<file path="src/rtl/uart_cmd_pkg.sv">
// uart_cmd_pkg
// Definitions shared by the UART command framer and the command dispatcher:
//   state_t   - framer FSM states
//   FRAME_LEN - bytes per command frame (3, or 4 when CMD_CHKSUM_EN is defined)
//   OP_*      - opcode values understood by the dispatcher
//   frame_xor - XOR of all frame bytes; a good checksummed frame yields 8'h00
// Optional feature macro: CMD_CHKSUM_EN (adds a trailing checksum byte).
package uart_cmd_pkg;

  typedef enum logic [2:0] {
    IDLE   = 3'd0,
    DAT_HI = 3'd1,
    DAT_LO = 3'd2,
    CHK    = 3'd3,
    HOLD   = 3'd4
  } state_t;

`ifdef CMD_CHKSUM_EN
  localparam int FRAME_LEN = 4;
`else
  localparam int FRAME_LEN = 3;
`endif

  localparam logic [7:0] OP_NOP   = 8'h00;
  localparam logic [7:0] OP_WRITE = 8'h05;
  localparam logic [7:0] OP_READ  = 8'h06;
  localparam logic [7:0] OP_RESET = 8'h0F;

  function automatic logic [7:0] frame_xor(input logic [7:0] op,
                                           input logic [7:0] hi,
                                           input logic [7:0] lo,
                                           input logic [7:0] chk);
    return op ^ hi ^ lo ^ chk;
  endfunction

endpackage

</file>
<file path="src/rtl/uart_cmd_framer_if.sv">
// uart_cmd_framer_if
// Bundles the receiver-side byte handshake and the dispatcher-side command
// handshake of the UART command framer.
//   rx_rdy, rx_data   : byte-ready level and byte from the UART receiver
//   clr_rx_rdy        : one-cycle pulse clearing the receiver's rdy flag
//   cmd_vld, opcode,
//   data, cmd_ack     : command valid/ack handshake towards the dispatcher
//   frm_err           : one-cycle pulse on timeout or checksum failure
// Modports: slave = the framer, master = the environment driving it.
interface uart_cmd_framer_if;
  logic        rx_rdy;
  logic [7:0]  rx_data;
  logic        clr_rx_rdy;
  logic        cmd_vld;
  logic [7:0]  opcode;
  logic [15:0] data;
  logic        cmd_ack;
  logic        frm_err;

  modport slave (
    input  rx_rdy, rx_data, cmd_ack,
    output clr_rx_rdy, cmd_vld, opcode, data, frm_err
  );

  modport master (
    output rx_rdy, rx_data, cmd_ack,
    input  clr_rx_rdy, cmd_vld, opcode, data, frm_err
  );
endinterface

</file>
<file path="src/rtl/frame_timer.sv">
// frame_timer
// Inter-byte idle counter used by the framer to drop stale partial frames.
//   clk, rst : clock and asynchronous active-high reset
//   clr      : force the count to zero (has priority over run)
//   run      : count one cycle
//   expire   : count has reached TIMEOUT_CYC-1 while running
// Parameter TIMEOUT_CYC (>= 2) sets the expiry point.
module frame_timer #(
  parameter int TIMEOUT_CYC = 52080
) (
  input  logic clk,
  input  logic rst,
  input  logic clr,
  input  logic run,
  output logic expire
);

  localparam int CW = $clog2(TIMEOUT_CYC);
  localparam logic [CW-1:0] LAST = CW'(TIMEOUT_CYC - 1);

  logic [CW-1:0] count;

  assign expire = run & (count == LAST);

  // Stops at LAST; the framer leaves the counting states on expiry anyway.
  always_ff @(posedge clk or posedge rst) begin
    if (rst) begin
      count <= '0;
    end else if (clr) begin
      count <= '0;
    end else if (run & ~expire) begin
      count <= count + CW'(1);
    end
  end

endmodule

</file>
<file path="src/rtl/uart_cmd_framer.sv">
// uart_cmd_framer
// Assembles UART bytes into command frames (opcode, data[15:8], data[7:0]
// and, with CMD_CHKSUM_EN defined, a checksum byte) and holds each complete
// command on a valid/ack handshake. Every captured byte is acknowledged to
// the receiver with a one-cycle clr_rx_rdy pulse. A partial frame that sits
// idle for TIMEOUT_CYC cycles is dropped with a frm_err pulse.
// Ports:
//   clk, rst : clock and asynchronous active-high reset
//   bus      : uart_cmd_framer_if.slave (receiver + dispatcher handshakes)
// Parameter TIMEOUT_CYC (>= 2): idle cycles allowed between bytes of a frame.
// Optional feature macro: CMD_CHKSUM_EN.
module uart_cmd_framer
  import uart_cmd_pkg::*;
#(
  parameter int TIMEOUT_CYC = 52080
) (
  input  logic                clk,
  input  logic                rst,
  uart_cmd_framer_if.slave    bus
);

  state_t      state;
  state_t      state_nxt;
  logic        take;
  logic        counting;
  logic        expire;
  logic        err_nxt;
  logic        ld_op;
  logic        ld_hi;
  logic        ld_lo;
  logic [7:0]  opcode_q;
  logic [15:0] data_q;
  logic        clr_q;
  logic        err_q;

  // The ~clr_q term stops a second capture of the same byte in the cycle
  // where the receiver's rdy has not yet dropped.
  assign take = bus.rx_rdy & ~clr_q & (state != HOLD);

`ifdef CMD_CHKSUM_EN
  assign counting = (state == DAT_HI) | (state == DAT_LO) | (state == CHK);
`else
  assign counting = (state == DAT_HI) | (state == DAT_LO);
`endif

  frame_timer #(
    .TIMEOUT_CYC (TIMEOUT_CYC)
  ) u_timer (
    .clk    (clk),
    .rst    (rst),
    .clr    (take | ~counting),
    .run    (counting),
    .expire (expire)
  );

  always_ff @(posedge clk or posedge rst) begin
    if (rst) begin
      state <= IDLE;
    end else begin
      state <= state_nxt;
    end
  end

  // A take in the expiry cycle wins, so expire is only looked at without one.
  always_comb begin
    state_nxt = state;
    err_nxt   = 1'b0;
    ld_op     = 1'b0;
    ld_hi     = 1'b0;
    ld_lo     = 1'b0;
    case (state)
      IDLE: begin
        if (take) begin
          ld_op     = 1'b1;
          state_nxt = DAT_HI;
        end
      end
      DAT_HI: begin
        if (take) begin
          ld_hi     = 1'b1;
          state_nxt = DAT_LO;
        end else if (expire) begin
          err_nxt   = 1'b1;
          state_nxt = IDLE;
        end
      end
      DAT_LO: begin
        if (take) begin
          ld_lo     = 1'b1;
`ifdef CMD_CHKSUM_EN
          state_nxt = CHK;
`else
          state_nxt = HOLD;
`endif
        end else if (expire) begin
          err_nxt   = 1'b1;
          state_nxt = IDLE;
        end
      end
`ifdef CMD_CHKSUM_EN
      CHK: begin
        if (take) begin
          if (frame_xor(opcode_q, data_q[15:8], data_q[7:0], bus.rx_data) == 8'h00) begin
            state_nxt = HOLD;
          end else begin
            err_nxt   = 1'b1;
            state_nxt = IDLE;
          end
        end else if (expire) begin
          err_nxt   = 1'b1;
          state_nxt = IDLE;
        end
      end
`endif
      HOLD: begin
        if (bus.cmd_ack) begin
          state_nxt = IDLE;
        end
      end
      default: begin
        state_nxt = IDLE;
      end
    endcase
  end

  always_ff @(posedge clk or posedge rst) begin
    if (rst) begin
      opcode_q <= 8'h00;
      data_q   <= 16'h0000;
      clr_q    <= 1'b0;
      err_q    <= 1'b0;
    end else begin
      clr_q <= take;
      err_q <= err_nxt;
      if (ld_op) opcode_q      <= bus.rx_data;
      if (ld_hi) data_q[15:8]  <= bus.rx_data;
      if (ld_lo) data_q[7:0]   <= bus.rx_data;
    end
  end

  assign bus.clr_rx_rdy = clr_q;
  assign bus.frm_err    = err_q;
  assign bus.cmd_vld    = (state == HOLD);
  assign bus.opcode     = opcode_q;
  assign bus.data       = data_q;

endmodule

</file>
<file path="src/flat_wrapper.sv">
// flat-port wrapper written by rule: the top's interface ports become plain ports
module uart_cmd_framer_flat import uart_cmd_pkg::*;
#(
  parameter int TIMEOUT_CYC = 52080
)
  (clk, rst, bus_rx_rdy, bus_rx_data, bus_cmd_ack, bus_clr_rx_rdy, bus_cmd_vld, bus_opcode, bus_data, bus_frm_err);
  uart_cmd_framer_if bus_i ();
  input  logic clk;
  input  logic rst;
  input wire logic [$bits(bus_i.rx_rdy)-1:0] bus_rx_rdy;
  input wire logic [$bits(bus_i.rx_data)-1:0] bus_rx_data;
  input wire logic [$bits(bus_i.cmd_ack)-1:0] bus_cmd_ack;
  output wire logic [$bits(bus_i.clr_rx_rdy)-1:0] bus_clr_rx_rdy;
  output wire logic [$bits(bus_i.cmd_vld)-1:0] bus_cmd_vld;
  output wire logic [$bits(bus_i.opcode)-1:0] bus_opcode;
  output wire logic [$bits(bus_i.data)-1:0] bus_data;
  output wire logic [$bits(bus_i.frm_err)-1:0] bus_frm_err;
  assign bus_i.rx_rdy = bus_rx_rdy;
  assign bus_i.rx_data = bus_rx_data;
  assign bus_i.cmd_ack = bus_cmd_ack;
  assign bus_clr_rx_rdy = bus_i.clr_rx_rdy;
  assign bus_cmd_vld = bus_i.cmd_vld;
  assign bus_opcode = bus_i.opcode;
  assign bus_data = bus_i.data;
  assign bus_frm_err = bus_i.frm_err;
  uart_cmd_framer #(.TIMEOUT_CYC(TIMEOUT_CYC)) u_core (.clk(clk), .rst(rst), .bus(bus_i));
endmodule
</file>
<file path="config.mk">
export PLATFORM = sky130hd
export DESIGN_NAME = uart_cmd_framer_flat
export DESIGN_NICKNAME = d
export VERILOG_FILES = /design/src/rtl/uart_cmd_pkg.sv /design/src/rtl/uart_cmd_framer_if.sv /design/src/rtl/frame_timer.sv /design/src/rtl/uart_cmd_framer.sv /design/src/flat_wrapper.sv
export SDC_FILE = /design/constraint.sdc
export NUM_CORES = 1
export LEC_CHECK = 0
export BUFFER_PORTS_ARGS = -buffer_cell sky130_fd_sc_hd__buf_4
export CAP_MARGIN = 20
export CORE_MARGIN = 10
export CORE_UTILIZATION = 30
export DETAILED_ROUTE_END_ITERATION = 7
export GPL_ROUTABILITY_DRIVEN = 0
export GPL_TIMING_DRIVEN = 0
export PLACE_DENSITY = 0.49
export SETUP_SLACK_MARGIN = 0.1
export SLEW_MARGIN = 20
export SYNTH_ARGS = -nofsm -noshare
export SYNTH_HDL_FRONTEND = slang
export SYNTH_SLANG_ARGS = --single-unit
export TNS_END_PERCENT = 20
</file>
<file path="constraint.sdc">
create_clock -name clk -period 4.1 [get_ports clk]
set_input_delay 0.41 -clock clk [delete_from_list [all_inputs] [get_ports clk]]
set_output_delay 0.41 -clock clk [all_outputs]
set_load 0.1 [all_outputs]
</file>
Word-level counts from Yosys, hierarchy flattened
Index checks and enable logic that the tools add are counted.
{"block": "word_totals", "regBits": 45, "input_bits": 12, "out_inout_bits": 27}
{"block": "classes", "add_sub_neg": 1, "eq_ne": 7, "muxes": 15, "n_bitwise": 9, "n_reduce_logical": 4}
{"operator": "$mux 16", "count": 2}
{"operator": "$add 16x1->16 const B", "count": 1}
{"operator": "$eq 16x16->1 const B", "count": 1}
{"operator": "$mux 3", "count": 5}
{"operator": "$pmux 3 s4", "count": 1}
{"operator": "$mux 1", "count": 7}
{"operator": "$and 1x1->1", "count": 4}
{"operator": "$eq 3x1->1 const B", "count": 1}
{"operator": "$eq 3x2->1 const B", "count": 1}
{"operator": "$eq 3x3->1 const B", "count": 1}
{"operator": "$logic_not 3->1", "count": 1}
{"operator": "$ne 3x3->1 const B", "count": 1}
{"operator": "$not 1->1", "count": 3}
{"operator": "$ne 2x1->1 const B", "count": 1}
{"operator": "$ne 2x2->1 const B", "count": 1}
{"operator": "$or 1x1->1", "count": 2}
{"operator": "$reduce_and 2->1", "count": 1}
{"operator": "$reduce_bool 2->1", "count": 1}
{"operator": "$reduce_or 2->1", "count": 1}

Logic depth before layout (Yosys ltp)
{"block": "depth", "word_depth": 7, "ltp_mapped": 6, "ltp_nobuf": 5}

By module
A second synthesis with hierarchy kept.
{"block": "hier_totals", "hier_cells": 171, "area_unflattened_um2": 2072.0}
{"module": "uart_cmd_framer", "n_inst": 1, "cells_per_inst": 75, "area_each_um2": 1176.1, "seq_area_each_um2": 725.7}
{"module": "frame_timer", "n_inst": 1, "cells_per_inst": 96, "area_each_um2": 895.9, "seq_area_each_um2": 400.4}

Worst setup path after synthesis
No wires, ideal clock.
{"block": "synth_timing", "path_type": "register to register", "start": "register u_core.clr_q (netlist: u_core.bus.clr_rx_rdy)", "end": "register u_core.opcode_q[1] (netlist: u_core.bus.opcode[1])", "setup_ns": 0.125, "arrival_time_ns": 1.892, "path_slack_ns": 2.083, "stages_incl_launch_ff": 4, "path_cell_list": "dfrtp_1 > nand2b_2 > nor4_4 > mux2_2"}
{"block": "synth_via", "elab_chain_cells": 5}
{"item": "from (decl)", "line": "uart_cmd_framer.sv:33", "text": "logic clr_q;"}
{"item": "from (signal assigned)", "line": "uart_cmd_framer.sv:133", "text": "clr_q <= take;"}
{"item": "$not 1->1", "line": "uart_cmd_framer.sv:38", "text": "assign take = bus.rx_rdy & ~clr_q & (state != HOLD);"}
{"item": "$and 1x1->1 (2 in a row)", "line": "uart_cmd_framer.sv:38"}
{"item": "$mux 1", "line": "uart_cmd_framer.sv:73", "text": "if (take) begin"}
{"item": "$mux 1", "line": "uart_cmd_framer.sv:71", "text": "case (state)"}
{"item": "to (signal assigned)", "line": "uart_cmd_framer.sv:135", "text": "if (ld_op) opcode_q <= bus.rx_data;"}
{"item": "to (decl)", "line": "uart_cmd_framer.sv:31", "text": "logic [7:0] opcode_q;"}
No other way between the ends.
A chain may end at the register's enable or synchronous reset.

Worst setup path in the final report
{"block": "layout_timing", "start": "register u_core.state[1]", "end": "output bus_cmd_vld"}
{"block": "layout_via", "elab_chain_cells": 1}
{"item": "from (decl)", "line": "uart_cmd_framer.sv:22", "text": "state_t state;"}
{"item": "from (signal assigned)", "line": "uart_cmd_framer.sv:60", "text": "state <= state_nxt;"}
{"item": "$eq 3x3->1", "line": "uart_cmd_framer.sv:143", "text": "assign bus.cmd_vld = (state == HOLD);"}
{"item": "to (decl)", "line": "flat_wrapper.sv:14", "text": "output wire logic [$bits(bus_i.cmd_vld)-1:0] bus_cmd_vld;"}
No other way between the ends.

==> parameters.txt <==
Parameter                              Value

Synth
  Average cell area after synthesis ... 12.6 sq um
  Synth async-reset ratio ... 1.00
  Sequential-to-total area share from yosys stat ... 0.569
  Synth Cell Area ... 0.00198 sq mm
  Total number of yosys warnings ... 0
  Post-synth EDFFs ... 0
  Post-Syn Instances ... 157
  FF+latch count, synth ... 45
  Predominant post-synthesis flop cell ... dfrtp_1
  Number of distinct library cells after synthesis ... 34
  Mapped Nets ... 170

STA
  Maximum achievable frequency ... 567 MHz
  Final Hold Violating Endpoints ... 0
  Worst relative slew slack ... 0.540
  Final critical-path share of the clock period ... 0.430
  Minimum clock period ... 1.76 ns
  Clock tree skew after final layout ... 0.0127 ns
  Number of slew-limit violations in the final report ... 0
  Setup violations, final ... 0
  Tightest Pin Transition ... 0.685 ns
  Unrepaired setup endpoints after global routing ... false
  Total negative slack ... 0 ns
  Final worst slack ... 2.34 ns

Global route
  Number of global-route vias before repair ... 1468
  GR Layer Usage met2 ... 0.130
  Global Route Usage Sum ... 0.0878
  Wire length of the first global-routing pass ... 7360 um
  Number of antenna violations at the first check in global routing ... 0
  Met1 usage in global routing ... 0.106
  Overflow after GRT ... 0
  Most congested layer reported by global routing ... met2
  Largest net degree at the start of global routing ... 28
  GR met3 Demand/Resource ... 0.0497

Critical path
  Crit path max fanout ... 6
  Nature of the critical path endpoint ... primary output
  WP data required ... 3.69 ns
  Setup Crit Path Kind ... reg2out
  Worst flop-to-flop path startpoint ... u_core.bus.clr_rx_rdy
  Critical path launch point type ... flop
  Signal arrival time at the worst endpoint ... 1.35 ns
  CP Launch Point ... u_core.state[1]

Clocking
  TritonCTS sink count ... 45
  Worst-path clk slew ... 0.10 ns
  Longest Clk Path Bufs ... 2
  Hold-fix buffers at CTS ... 0
  Root Buffer Master ... clkbuf_8
  Post-CTS setup buffers ... 0
  Number of gates resized after CTS ... 0
  H-tree depth reported by CTS ... 2
  Clock latency at the later pin of the worst-skew pair ... 0.31 ns
  Number of buffers inserted during clock tree synthesis ... 5
  CTS tree ... done

Outcome
  Outcome ... finished clean

Cells and area
  Antenna fix cells ... 0
  FILL cells ... 647
  Share of layout cells above drive strength 1 ... 0.412
  Fin nets ... 216
  Area Growth Syn to Fin ... 26.2%
  Utilization of the core after routing ... 0.391

Detailed routing
  Number of remaining DRC errors ... 0
  Drt first pass iters ... 4
  Violation count after the first detailed-routing iteration ... 65
  Via density per instance ... 4.75
  Routed wire length ... 4140 um
  Post-detailed-route count of antenna-violating nets ... 0
  Via Count ... 1335
  Routed wirelength normalized by instance count ... 14.7 um

Placement
  Worst setup slack before clock tree synthesis ... 2.35 ns
  DP Wirelength ... 3040 um
  IO Port Bufs ... 38

Die
  Die Wd ... 101 um
  Effective utilization at floorplan ... 0.310
  I/O pins ... 39
  FP Rows ... 29
  Die Ht ... 101 um
  Placeable core area ... 0.00639 sq mm
  Overall die area ... 0.0102 sq mm

Flow run
  Total of max-cap violations ... 0

Worst hold path
  Kind of path behind the tightest hold check ... in2async
registers in the layout (all words and copies together), names as in the netlist:
| register | count |
|---|---|
| u_core.bus.opcode | 8 |
| u_core.bus.data | 16 |
| u_core.bus.clr_rx_rdy | 1 |
| u_core.u_timer.count | 16 |
| u_core.bus.frm_err | 1 |
| u_core.state | 3 |
cell usage after synthesis (2+ instances only):
| cell | number | area share |
|---|---|---|
| dfrtp_1 | 45 | 0.57 |
| inv_1 | 4 | 0.0076 |
| nand3_1 | 5 | 0.013 |
| a21oi_1 | 2 | 0.0051 |
| xnor2_1 | 9 | 0.040 |
| nor3_1 | 5 | 0.013 |
| o21ai_0 | 3 | 0.0076 |
| and4bb_2 | 2 | 0.013 |
| a31oi_1 | 3 | 0.0095 |
| nand4_1 | 4 | 0.013 |
| nand2_1 | 4 | 0.0076 |
| xor2_1 | 3 | 0.013 |
| or3_1 | 2 | 0.0063 |
| nor4_1 | 3 | 0.0095 |
| buf_6 | 2 | 0.011 |
| nor2b_1 | 2 | 0.0063 |
| nor2_1 | 19 | 0.036 |
| mux2_2 | 23 | 0.13 |
| buf_4 | 2 | 0.0076 |
area by class of cell:
cell class                 instances  area, sq um  area share
multi-input combinational        103          795       0.318
clock inverter                     3         47.5      0.0190
inverter                           4         15.0     0.00602
clock buffer                       5         68.8      0.0276
sequential                        45         1130       0.451
timing repair buffer              39          305       0.122
tap                               77         96.3      0.0386
buffer                             5         42.5      0.0170
critical path, cell delays in order (launching register included):
cell and delay (ns):
dfrtp_1 0.37, buf_4 0.16, nor2_1 0.10, nand2_1 0.07, inv_1 0.07, buf_4 0.28
layout by cell type (no fill, tap or decap), types with 2 or more instances in the layout:
cell type / instances
a21oi_1: 2
a31oi_1: 3
and4bb_2: 2
buf_4: 40
buf_6: 2
clkbuf_8: 5
dfrtp_1: 45
inv_1: 3
inv_6: 2
mux2_2: 23
nand2_1: 4
nand3_1: 5
nand4_1: 4
nor2_1: 19
nor2b_1: 2
nor3_1: 5
nor4_1: 3
o21ai_0: 3
or3_1: 2
xnor2_1: 9
xor2_1: 3
per-stage QoR:
| stage | cell area, sq um | hold WS, ns | std cells |
|---|---|---|---|
| after global routing | 2500 | 0.103 | 281 |
| after floorplan | 1980 | 0.503 | 157 |
| after global placement | 2360 | 0.474 | 272 |
| after detailed placement | 2380 | 0.444 | 273 |
| final | 2500 | 0.0913 | 281 |
| after CTS | 2500 | 0.0964 | 281 |
per-layer routing:
layer	vias to the layer above	wire, um
li1	650	-
met1	645	1890
met2	37	1820
met3	3	403
met4	0	29
met5	-	0
final timing paths:
kind	to	slack, ns	depth (start not counted)
hold reg to reg	u_core.bus.opcode[3]	0.52	1
min in group clk	u_core.state[2]	0.30	2
max in group asynchronous	u_core.state[1]	3.51	3
setup reg to reg	u_core.bus.opcode[5]	2.40	3
hold / removal	u_core.bus.data[11]	0.09	2
setup / recovery	bus_cmd_vld	2.34	5
kinds of logic (layout without fill, tap and decap cells):
logic type,count (synthesis),in the layout,synth area share
adders and majority gates,1,1,0.00632
muxes,25,25,0.142
buffers and inverters,9,56,0.0291
xor gates and xnor gates,12,12,0.0531
DFF,45,45,0.569
and+or+nand+nor,54,54,0.166
AOI/OAI and AO/OA,11,11,0.0348
Power is left out: the tool's default activity adds up to more than one toggle a clock period on the data nets, which glitch-free logic cannot reach.
